$ cat config.mk
export PLATFORM = sky130hd
export DESIGN_NAME = fft_bitrev_reorder_flat
export DESIGN_NICKNAME = d
export VERILOG_FILES = /design/src/rtl/fft_bitrev_reorder_if.sv /design/src/rtl/fft_bitrev_reorder.sv /design/src/flat_wrapper.sv
export SDC_FILE = /design/constraint.sdc
export NUM_CORES = 1
export LEC_CHECK = 0
export CORE_ASPECT_RATIO = 1.75
export CORE_MARGIN = 1.5
export CORE_UTILIZATION = 46
export CTS_BUF_LIST = sky130_fd_sc_hd__clkbuf_4 sky130_fd_sc_hd__clkbuf_8
export DETAILED_ROUTE_END_ITERATION = 6
export PLACE_DENSITY_LB_ADDON = 0.2
export SYNTH_ARGS = -nofsm -noshare
export SYNTH_HDL_FRONTEND = slang
export SYNTH_SLANG_ARGS = --single-unit
export TNS_END_PERCENT = 10
$ cat constraint.sdc
create_clock -name clk -period 4.1 [get_ports clk]
set_input_delay 1.025 -clock clk [delete_from_list [all_inputs] [get_ports clk]]
set_output_delay 1.025 -clock clk [all_outputs]
set_load 0.005 [all_outputs]
$ cat src/rtl/fft_bitrev_reorder_if.sv
// ----------------------------------------------------------------------------
// fft_bitrev_reorder_if
//
// Purpose:
//   Groups the sample stream entering the bit-reversal reorder buffer and the
//   natural-order stream leaving it, so the reorder block and its neighbours
//   (or a testbench) connect through one bundle.
//
// Signals (names match the reorder block's port list):
//   valid_i     in-stream   sample strobe
//   data_in_r   in-stream   real part, signed, DW bits
//   data_in_i   in-stream   imag part, signed, DW bits
//   valid_o     out-stream  output strobe
//   data_out_r  out-stream  real part, natural order, signed, DW bits
//   data_out_i  out-stream  imag part, natural order, signed, DW bits
//   index_o     out-stream  natural-order bin index k (0..31)
//   last_o      out-stream  marks bin 31 of a frame
//
// Modports:
//   master  the side that feeds samples in and watches the reordered output
//   slave   the reorder block itself
// ----------------------------------------------------------------------------
interface fft_bitrev_reorder_if #(
    parameter int DW = 14
);

    logic                 valid_i;
    logic signed [DW-1:0] data_in_r;
    logic signed [DW-1:0] data_in_i;

    logic                 valid_o;
    logic signed [DW-1:0] data_out_r;
    logic signed [DW-1:0] data_out_i;
    logic        [4:0]    index_o;
    logic                 last_o;

    modport master (
        output valid_i,
        output data_in_r,
        output data_in_i,
        input  valid_o,
        input  data_out_r,
        input  data_out_i,
        input  index_o,
        input  last_o
    );

    modport slave (
        input  valid_i,
        input  data_in_r,
        input  data_in_i,
        output valid_o,
        output data_out_r,
        output data_out_i,
        output index_o,
        output last_o
    );

endinterface

$ cat src/rtl/fft_bitrev_reorder.sv
// ----------------------------------------------------------------------------
// fft_bitrev_reorder
//
// Purpose:
//   Sits after the last butterfly stage of the 32-point pipelined FFT. That
//   stage delivers each frame in bit-reversed order; this block stores a whole
//   frame and replays it in natural order X[0]..X[31]. Two ping-pong banks let
//   one frame be written while the previous one is read, so a continuous input
//   stream yields a continuous output stream. Data is moved bit-exact.
//
// Ports:
//   clk        rising-edge clock
//   rst_n      synchronous active-low reset
//   bus        fft_bitrev_reorder_if.slave
//                valid_i / data_in_r / data_in_i        : bit-reversed input
//                valid_o / data_out_r / data_out_i      : natural-order output
//                index_o                                : bin index k
//                last_o                                 : high with k == 31
// ----------------------------------------------------------------------------
module fft_bitrev_reorder #(
    parameter int DW = 14
) (
    input  logic                   clk,
    input  logic                   rst_n,
    fft_bitrev_reorder_if.slave    bus
);

    localparam int N  = 32;
    localparam int AW = 5;

    typedef enum logic {
        RIDLE = 1'b0,
        RUN   = 1'b1
    } state_t;

    // ------------------------------------------------------------------
    // Declarations
    // ------------------------------------------------------------------
    state_t            r_state;
    state_t            w_stateNext;

    logic [AW-1:0]     r_wcnt;
    logic              r_wbank;
    logic [1:0]        r_full;
    logic [1:0]        w_fullNext;
    logic              w_writeLast;

    logic [AW-1:0]     r_rcnt;
    logic [AW-1:0]     w_rcntNext;
    logic              r_rbank;
    logic              w_rbankNext;
    logic              w_otherBank;
    logic              w_running;
    logic              w_clearFull;
    logic [AW-1:0]     w_raddr;

    logic [2*DW-1:0]   r_mem [0:1][0:N-1];
    logic [2*DW-1:0]   w_rdata;

    logic              r_valid;
    logic              r_last;
    logic [DW-1:0]     r_dataR;
    logic [DW-1:0]     r_dataI;
    logic [AW-1:0]     r_index;

    // ------------------------------------------------------------------
    // Combinational helpers
    // ------------------------------------------------------------------
    assign w_writeLast = bus.valid_i && (r_wcnt == 5'd31);
    assign w_otherBank = ~r_rbank;
    assign w_running   = (r_state == RUN);

    // The stored frame is in bit-reversed order, so natural bin k lives at
    // address bitrev5(k).
    assign w_raddr = {r_rcnt[0], r_rcnt[1], r_rcnt[2], r_rcnt[3], r_rcnt[4]};
    assign w_rdata = r_mem[r_rbank][w_raddr];

    // ------------------------------------------------------------------
    // Frame buffer write port. Contents are deliberately left unreset; the
    // full flags decide whether anything stored is ever read.
    // ------------------------------------------------------------------
    always_ff @(posedge clk) begin
        if (rst_n && bus.valid_i) begin
            r_mem[r_wbank][r_wcnt] <= {bus.data_in_r, bus.data_in_i};
        end
    end

    // ------------------------------------------------------------------
    // Write-side bookkeeping: sample counter and bank pointer. Gaps in
    // valid_i simply freeze the counter, so a frame is any 32 valid samples.
    // ------------------------------------------------------------------
    always_ff @(posedge clk) begin
        if (!rst_n) begin
            r_wcnt  <= '0;
            r_wbank <= 1'b0;
        end else if (bus.valid_i) begin
            r_wcnt <= r_wcnt + 5'd1;
            if (r_wcnt == 5'd31) begin
                r_wbank <= ~r_wbank;
            end
        end
    end

    // ------------------------------------------------------------------
    // Full flags: the reader clears its bank as it emits bin 31; the writer
    // sets its bank as it stores sample 31. The set is applied last so it
    // wins if both ever touch the same bit on one edge.
    // ------------------------------------------------------------------
    always_comb begin
        w_fullNext = r_full;
        if (w_clearFull) begin
            w_fullNext[r_rbank] = 1'b0;
        end
        if (w_writeLast) begin
            w_fullNext[r_wbank] = 1'b1;
        end
    end

    always_ff @(posedge clk) begin
        if (!rst_n) begin
            r_full <= 2'b00;
        end else begin
            r_full <= w_fullNext;
        end
    end

    // ------------------------------------------------------------------
    // Read FSM state register together with the read counter and bank.
    // ------------------------------------------------------------------
    always_ff @(posedge clk) begin
        if (!rst_n) begin
            r_state <= RIDLE;
            r_rcnt  <= '0;
            r_rbank <= 1'b0;
        end else begin
            r_state <= w_stateNext;
            r_rcnt  <= w_rcntNext;
            r_rbank <= w_rbankNext;
        end
    end

    // ------------------------------------------------------------------
    // Read FSM next-state logic. At the end of a frame the decision to keep
    // running looks at the registered full flag of the other bank; a bank
    // that fills on that very edge is only seen one cycle later, which costs
    // exactly one idle output cycle.
    // ------------------------------------------------------------------
    always_comb begin
        w_stateNext = r_state;
        w_rcntNext  = r_rcnt;
        w_rbankNext = r_rbank;
        w_clearFull = 1'b0;

        case (r_state)
            RIDLE: begin
                if (r_full[r_rbank]) begin
                    w_stateNext = RUN;
                    w_rcntNext  = '0;
                end
            end

            RUN: begin
                w_rcntNext = r_rcnt + 5'd1;
                if (r_rcnt == 5'd31) begin
                    w_clearFull = 1'b1;
                    w_rbankNext = w_otherBank;
                    if (!r_full[w_otherBank]) begin
                        w_stateNext = RIDLE;
                    end
                end
            end

            default: begin
                w_stateNext = RIDLE;
            end
        endcase
    end

    // ------------------------------------------------------------------
    // Output register. While running, every cycle emits one natural-order
    // bin; otherwise the strobes drop and the last data word is held.
    // ------------------------------------------------------------------
    always_ff @(posedge clk) begin
        if (!rst_n) begin
            r_valid <= 1'b0;
            r_last  <= 1'b0;
            r_dataR <= '0;
            r_dataI <= '0;
            r_index <= '0;
        end else if (w_running) begin
            r_valid <= 1'b1;
            r_last  <= (r_rcnt == 5'd31);
            r_dataR <= w_rdata[2*DW-1:DW];
            r_dataI <= w_rdata[DW-1:0];
            r_index <= r_rcnt;
        end else begin
            r_valid <= 1'b0;
            r_last  <= 1'b0;
        end
    end

    assign bus.valid_o    = r_valid;
    assign bus.last_o     = r_last;
    assign bus.data_out_r = r_dataR;
    assign bus.data_out_i = r_dataI;
    assign bus.index_o    = r_index;

endmodule
$ cat src/flat_wrapper.sv
// flat-port wrapper written by rule: the top's interface ports become plain ports
module fft_bitrev_reorder_flat 
#(
    parameter int DW = 14
)
  (clk, rst_n, bus_valid_i, bus_data_in_r, bus_data_in_i, bus_valid_o, bus_data_out_r, bus_data_out_i, bus_index_o, bus_last_o);
  fft_bitrev_reorder_if #(.DW(DW)) bus_i ();
  input  logic clk;
  input  logic rst_n;
  input wire logic [$bits(bus_i.valid_i)-1:0] bus_valid_i;
  input wire logic [$bits(bus_i.data_in_r)-1:0] bus_data_in_r;
  input wire logic [$bits(bus_i.data_in_i)-1:0] bus_data_in_i;
  output wire logic [$bits(bus_i.valid_o)-1:0] bus_valid_o;
  output wire logic [$bits(bus_i.data_out_r)-1:0] bus_data_out_r;
  output wire logic [$bits(bus_i.data_out_i)-1:0] bus_data_out_i;
  output wire logic [$bits(bus_i.index_o)-1:0] bus_index_o;
  output wire logic [$bits(bus_i.last_o)-1:0] bus_last_o;
  assign bus_i.valid_i = bus_valid_i;
  assign bus_i.data_in_r = bus_data_in_r;
  assign bus_i.data_in_i = bus_data_in_i;
  assign bus_valid_o = bus_i.valid_o;
  assign bus_data_out_r = bus_i.data_out_r;
  assign bus_data_out_i = bus_i.data_out_i;
  assign bus_index_o = bus_i.index_o;
  assign bus_last_o = bus_i.last_o;
  fft_bitrev_reorder #(.DW(DW)) u_core (.clk(clk), .rst_n(rst_n), .bus(bus_i));
endmodule
Word-level counts from Yosys, hierarchy flattened
Memory sizes are Yosys's and may differ from the RTL's. A register that Yosys moved wholly into a read port is not among the register bits.
Index checks and enable logic that the tools add are counted.
- register bits: 50
- bits in writable memories: 1792
- input port bits: 31
- output and inout bits: 35
- memories: 1
- memory list (memory ; depth ; width ; read ports ; clocked after Yosys merged registers in ; wr ports ; line ; source):
    u_core.r_mem ; 2 ; 896 ; 1 ; 1 ; 1 ; fft_bitrev_reorder.sv:57 ; logic [2*DW-1:0] r_mem [0:1][0:N-1];
- add/sub/neg operators: 2
- order comparisons: 8
- equality and inequality tests: 3
- muxes and demuxes: 28
- bitwise gates (word level): 8
- reduce and logical (&&, ||, !) cells: 8
- operators by type and width (operator ; number):
    $mux 896 ; 1
    $bmux 28 s5 ; 1
    $demux 28 s5 ; 1
    $mux 28 ; 3
    $mux 1 ; 15
    $ge 6x6->1 const B ; 2
    $not 5->6 ; 2
    $add 5x1->5 const B ; 2
    $eq 5x5->1 const B ; 2
    $pmux 5 s2 ; 1
    $lt 1x2->1 const B ; 3
    $lt 6x1->1 const B ; 1
    $reduce_and 2->1 ; 3
    $logic_and 1x1->1 ; 5
    $mux 5 ; 1
    $mux 2 ; 2
    $not 1->1 ; 3
    $and 2x2->2 ; 1
    $demux 1 s1 ; 2
    $ge 1x1->1 const B ; 2
    $ne 2x1->1 const B ; 1
    $not 2->2 ; 1
    $or 2x2->2 ; 1
    $pmux 1 s2 ; 1

Longest topological paths before layout
- depth after elaboration: 9
- mapped depth: 10
- gate-level depth less buffers: 6

Worst setup path after synthesis
OpenSTA, ideal clock, no wires.
- kind: input to register
- from: in rst_n
- to: mem u_core.r_mem[0][252] in the netlist's numbering (enable)
- setup time: 0.413 ns
- arrival: 3.052 ns
- required time: 3.687 ns
- path slack: 0.635 ns
- cell stages on the path: 4
- path buffers: 2
- cell sequence: clkbuf_1 -> clkbuf_1 -> nand3_1 -> nor2_1
- longest elaborated chain between the ends: 3
- ends and longest elaborated chain (element ; line ; source):
    start: declaration ; flat_wrapper.sv:9 ; input logic rst_n;
    $logic_and 1x1->1 ; fft_bitrev_reorder.sv:83 ; if (rst_n && bus.valid_i) begin
    $mux 1 ; fft_bitrev_reorder.sv:83 ;
    $mux 896 (implied by the code) ; fft_bitrev_reorder.sv:84 ; r_mem[r_wbank][r_wcnt] <= {bus.data_in_r, bus.data_in_i};
    end: declaration ; fft_bitrev_reorder.sv:57 ;
Every way passes these cells.

==> metrics <==
clk sinks 1843; H-tree level count 5; Sequential cell area 54800 um2; share of post-route cells with drive strength above 1 32.0%; cts repair resizes 0; largest net degree at the start of global routing 91; ranking of synthesized cells by area edfxtp_1 (76%), mux4_2 (14%), mux2i_1 (2.1%); Hold Crit Class reg2reg; GPL Wtd Cong 0.877; Yosys reg bits 1843; grt ovf 0; first-pass GRT wire length 257 mm; dpl hpwl 110 mm; DRT antenna net count 0; vias per cell 5.91; # rows 189; post-CTS setup buffer count 0; crit path kind reg2reg; vias in the first global route 35688; cell taking the most area after synthesis edfxtp_1; multi-input logic area 15000 um2; Slowest-stage cell, CP o221ai_1; Reg2Reg Capture Point u_core.bus.data_out_r[4]; HP Start u_core.r_full[0]; CP bufs+invs 2; maximum buffer depth of the clock tree 4; LEAKAGE 23.9 nW; Power Density 441 nW/um2; Top-Level Pins 66; Post-Syn Nets 3169; DRC 0; Fin. Hold Viols 0; CTS buffer count 267; die area 155000 um2; Min-Delay Path Depth 2; actual slew at the worst max-slew pin 1.34 ns; CTS clk-pin slew, worst paths 0.07 ns; average cell area after synthesis 22.5 um2; Final Skew 0.0801 ns; die span in y 520 um; Initial Util 46.4%; crit-path max cell delay 0.57 ns; Final Core Density 52.5%; Seq/Total Area, Yosys 77.9%; filler instances 11677; Post-synth EDFFs 1792; CORE AREA 152000 um2; drt first pass iters 5; Cells after Synth 3131; TritonCTS clock tree built; Place WS 0.640 ns; CP arrival 4.06 ns; final setup TNS 0 ns; max_cap viols 0; Die W 299 um; post-route setup slack 0.805 ns; PortBufs 65; worst-path cell chain buf_12 > buf_4 > mux4_2 > mux2i_1 > o221ai_1 > o31a_1; drt first-iter violations 2917; Most used DFF post-synth edfxtp_1; DR vias 33575; status complete, no violations; GRT Util Overall 23.5%; fraction of registers with async set/reset 0%; VDD IR max 0.210 mV; Worst setup EP type flop; startpoint types flop; total chip power 0.0351 W; Area growth syn-to-layout 13.1%; drt wl/cell 31.9 um; RSZ-0062 raised after global routing no; Final #Nets 3524; Crit Path Max Fanout 33; number of distinct library cells after synthesis 45; final WL 181 mm; Pins Over Slew Limit 0; critical path data required time 4.86 ns; Root Driver clkbuf_8; flop2flop setup slack 0.81 ns; number of hold buffers added after cts 0; final cycle utilization of the critical path 80.4%; post-synth top area share 76.5%; Setup violations, final 0; most frequent cells in the layout edfxtp_1 (1792), mux4_2 (430), clkbuf_8 (277); worst r2r path cells 6; most common cell after layout, fill and taps aside edfxtp_1; initial antenna violation count 11; Worst Hold End u_core.r_full[0]; CP delay by family, top compound AO/OA/AOI/OAI gates; synth warn 0; Final min period 3.29 ns; synthesized area 70300 um2; Clock Latency Late Sink 0.91 ns; FMAX 304 MHz; max_slew headroom 10.4%
==> cells in the mapped netlist (3+ instances only) <==
cell type / count
a211oi_1: 3
a21oi_1: 4
a22o_1: 20
a22oi_1: 22
a32oi_1: 10
and3_1: 4
buf_1: 17
buf_2: 59
buf_4: 23
buf_6: 3
clkbuf_1: 73
dfxtp_1: 51
edfxtp_1: 1792
ha_1: 7
inv_1: 4
mux2_2: 57
mux2i_1: 145
mux4_2: 430
nand2_1: 42
nand2b_1: 12
nand3_1: 45
nand3b_1: 5
nand4_1: 14
nor2_1: 87
nor2b_1: 44
nor3_1: 20
o21ai_0: 28
o221ai_1: 45
o22ai_1: 18
o31a_1: 9
o31ai_1: 18
xor2_1: 4
==> sequential cells by signal (all words and copies together), names as in the netlist, named ones only <==
| name | flops |
|---|---|
| u_core.r_mem | 1792 |
| u_core.r_full | 2 |
| u_core.bus.valid_o | 1 |
| u_core.bus.last_o | 1 |
| u_core.bus.data_out_r | 14 |
| u_core.r_wcnt | 5 |
| u_core.bus.index_o | 5 |
| u_core.r_rbank | 1 |
| u_core.r_rcnt | 5 |
| u_core.bus.data_out_i | 14 |
| u_core.r_state | 1 |
| u_core.r_wbank | 1 |
==> worst min-delay path, delay by kind of cell, from the launching register on <==
kind / cells / cell delay, ns
DFF: 1 / 0.32
AOI/OAI and AO/OA: 2 / 0.13
==> where the power goes <==
group,internal [W],total (W),leakage (nW),switching [W]
Combinational,0.0000784,0.000540,4.85,0.000461
Sequential,0.0207,0.0207,16.5,0.0000107
Clock,0.00708,0.0138,2.57,0.00676
Total,0.0278,0.0351,23.9,0.00723
==> kinds of logic after synthesis <==
family                     share of synthesized area [%]
AOI/OAI and AO/OA                                   1.93
xor gates and xnor gates                          0.0747
adders and majority gates                          0.124
buffers and inverters                               1.23
DFF                                                 77.9
muxes                                               16.7
and+or+nand+nor                                     1.96
==> per-stage QoR <==
| stage | cell area, um2 | hold slack [ns] | instances |
|---|---|---|---|
| CTS | 79500 | 0.492 | 5670 |
| global route | 79500 | 0.540 | 5673 |
| floorplan | 70400 | 0.463 | 3131 |
| detailed placement | 74600 | 0.482 | 5222 |
| global placement | 74600 | 0.474 | 5222 |
| finish | 79600 | 0.499 | 5678 |
==> layout make-up <==
cell class | instances | share of cell area, %
Clock buffer | 345 | 5.43
Antenna cell | 8 | 0.0252
Sequential cell | 1843 | 68.9
Timing Repair Buffer | 261 | 2.83
Inverter | 6 | 0.0283
Clock inverter | 103 | 0.736
Tap cell | 2005 | 3.15
Multi-Input combinational cell | 1107 | 18.9
==> per-layer routing <==
| metal | vias up | wire length [um] | part of all wire [%] | global-route usage [%] |
|---|---|---|---|---|
| li1 | 13952 | - | - | - |
| met1 | 18070 | 66500 | 37 | 28.2 |
| met2 | 1226 | 95200 | 53 | 41.4 |
| met3 | 327 | 9990 | 5.5 | 3.25 |
| met4 | 0 | 9550 | 5.3 | 11.6 |
| met5 | - | 0 | 0 | 0 |
==> worst max path at each step <==
stage,start,cells past startpoint,to
finish,flop,6,u_core.bus.data_out_r[4]
global route,flop,7,u_core.bus.data_out_i[7]
floorplan,rst_n,4,u_core.r_mem[0][252]
detailed placement,bus_valid_i,6,u_core.r_mem[0][15]
global placement,bus_valid_i,6,u_core.r_mem[0][12]
CTS,flop,7,u_core.bus.data_out_r[8]
Power figures use the tool's default switching activity.
==> variant (config.mk and constraints unchanged) <==
Make the reset (`rst_n`) asynchronous in 4 clocked blocks. Comments in the files are not updated.
--- a/src/rtl/fft_bitrev_reorder.sv
+++ b/src/rtl/fft_bitrev_reorder.sv
@@ -89,7 +89,7 @@
     // Write-side bookkeeping: sample counter and bank pointer. Gaps in
     // valid_i simply freeze the counter, so a frame is any 32 valid samples.
     // ------------------------------------------------------------------
-    always_ff @(posedge clk) begin
+    always_ff @(posedge clk or negedge rst_n) begin
         if (!rst_n) begin
             r_wcnt  <= '0;
             r_wbank <= 1'b0;
@@ -116,7 +116,7 @@
         end
     end
 
-    always_ff @(posedge clk) begin
+    always_ff @(posedge clk or negedge rst_n) begin
         if (!rst_n) begin
             r_full <= 2'b00;
         end else begin
@@ -127,7 +127,7 @@
     // ------------------------------------------------------------------
     // Read FSM state register together with the read counter and bank.
     // ------------------------------------------------------------------
-    always_ff @(posedge clk) begin
+    always_ff @(posedge clk or negedge rst_n) begin
         if (!rst_n) begin
             r_state <= RIDLE;
             r_rcnt  <= '0;
@@ -180,7 +180,7 @@
     // Output register. While running, every cycle emits one natural-order
     // bin; otherwise the strobes drop and the last data word is held.
     // ------------------------------------------------------------------
-    always_ff @(posedge clk) begin
+    always_ff @(posedge clk or negedge rst_n) begin
         if (!rst_n) begin
             r_valid <= 1'b0;
             r_last  <= 1'b0;
Function: not settled (the Yosys comparison gave no result); the edit may change what the design does.
==> variant against the original RTL <==
  * Sequential cell count is 1 lower
  * Worst setup slack lost 0.41 ns
  * Global-route usage grew 1.3 points
  * Core utilization increased by 0.083 points
  * Wire length grew 5.6%
  * Via count rose by 3.4%
  * Area after synthesis grew 0.47%
  * Worst hold slack got worse by 0.067 ns
  * Synthesized cell count is 3.8% higher
  * Final area up 1.0%
  * Count of clock-buffer cells in the layout fell by 36
  * Largest cell class unchanged
Power is not compared: it rests on default switching activity, and its combinational part moved more than twofold at a synthesized area within 25%.
==> variant: results (changes against the original RTL) <==
[place]
gp_congestion=0.860  ; -2.0%
dp.final_hpwl_um=123000  ; +11%
placed_cells=5368  ; +2.8%

[drt]
drtPass1Iterations=6  ; +1
drt-initial-drc-count=3188  ; +9.3%
routed_via_density=5.97  ; +1.0%

[global_route]
antenna_found_initial=9  ; -2
grtUsageTotal_pct=24.7  ; +1.3 points
grt_max_degree=65  ; -29%

[worst_hold_path]
whs_path_depth=1  ; -1
hold_start=bus_data_in_i[3]
hold_path_class=primary input to register
min_to=u_core.r_mem[0][871]

[worst_setup_path]
cp_max_fo=16  ; -52%
worstRegToRegCells=4  ; -2
max_stage_delay_ns=1.16  ; +0.59 ns
slowest_stage=nor2_1
rrSetupSlack_ns=0.39  ; -0.41 ns
reg2reg_to=u_core.bus.data_out_r[9]

[cells_and_area]
drive_above_1_share_pct=30.0  ; -2.0 points
layout.cells.non_filler=5811  ; +2.3%
nets=3630  ; +3.0%

[cts]
cts_hold_buffers=1  ; +1
h-tree-depth=4  ; -1
clk_latency_ns=0.94  ; +0.03 ns
cts_buffers=237  ; -11%

[synthesis]
synthMuxAreaShare_pct=15.8  ; -0.96 points
async_reset_ff_share_pct=2.71  ; +2.7 points
synthTopCellsByArea=edfxtp_1 (76%), mux4_2 (11%), mux2i_1 (3.1%)
synth_compound_area_share_pct=2.89  ; +0.96 points

[sta]
hold_ws_ns=0.432  ; -0.0671 ns
max_slew_margin_pct=13.9  ; +3.5 points

[outcome]
status=finished clean

[variant: layout make-up]
| type | instances | area [sq um] |
|---|---|---|
| clock buffers | 309 | 3880 |
| fillers | 11800 | 72500 |
| repair buffers | 284 | 2730 |
| clock inverters | 128 | 1030 |
| inverters | 14 | 52.6 |
| diodes | 5 | 12.5 |
| flip-flops and latches | 1842 | 55100 |
| well taps | 2016 | 2520 |
| multi-input cells | 1213 | 15100 |
[variant: worst max-delay path: cells and delay by family, from the launching register on]
| kind | cells | cell delay, ns |
|---|---|---|
| DFF | 1 | 0.92 |
| and+or+nand+nor | 3 | 2.21 |
| AOI/OAI and AO/OA | 1 | 0.45 |
[variant: power breakdown]
group	internal, W	total [W]	switching, W
clock	0.00720	0.0139	0.00673
sequential	0.0212	0.0217	0.000475
combinational	0.00104	0.00312	0.00208
[variant: layer usage]
metal,share of wire [%],vias to the layer above,global-route usage [%]
met3,5.6,403,3.60
met4,5.6,6,12.9
met2,54,1405,44.8
li1,-,14400,-
met5,0.019,-,0
met1,35,18500,28.2
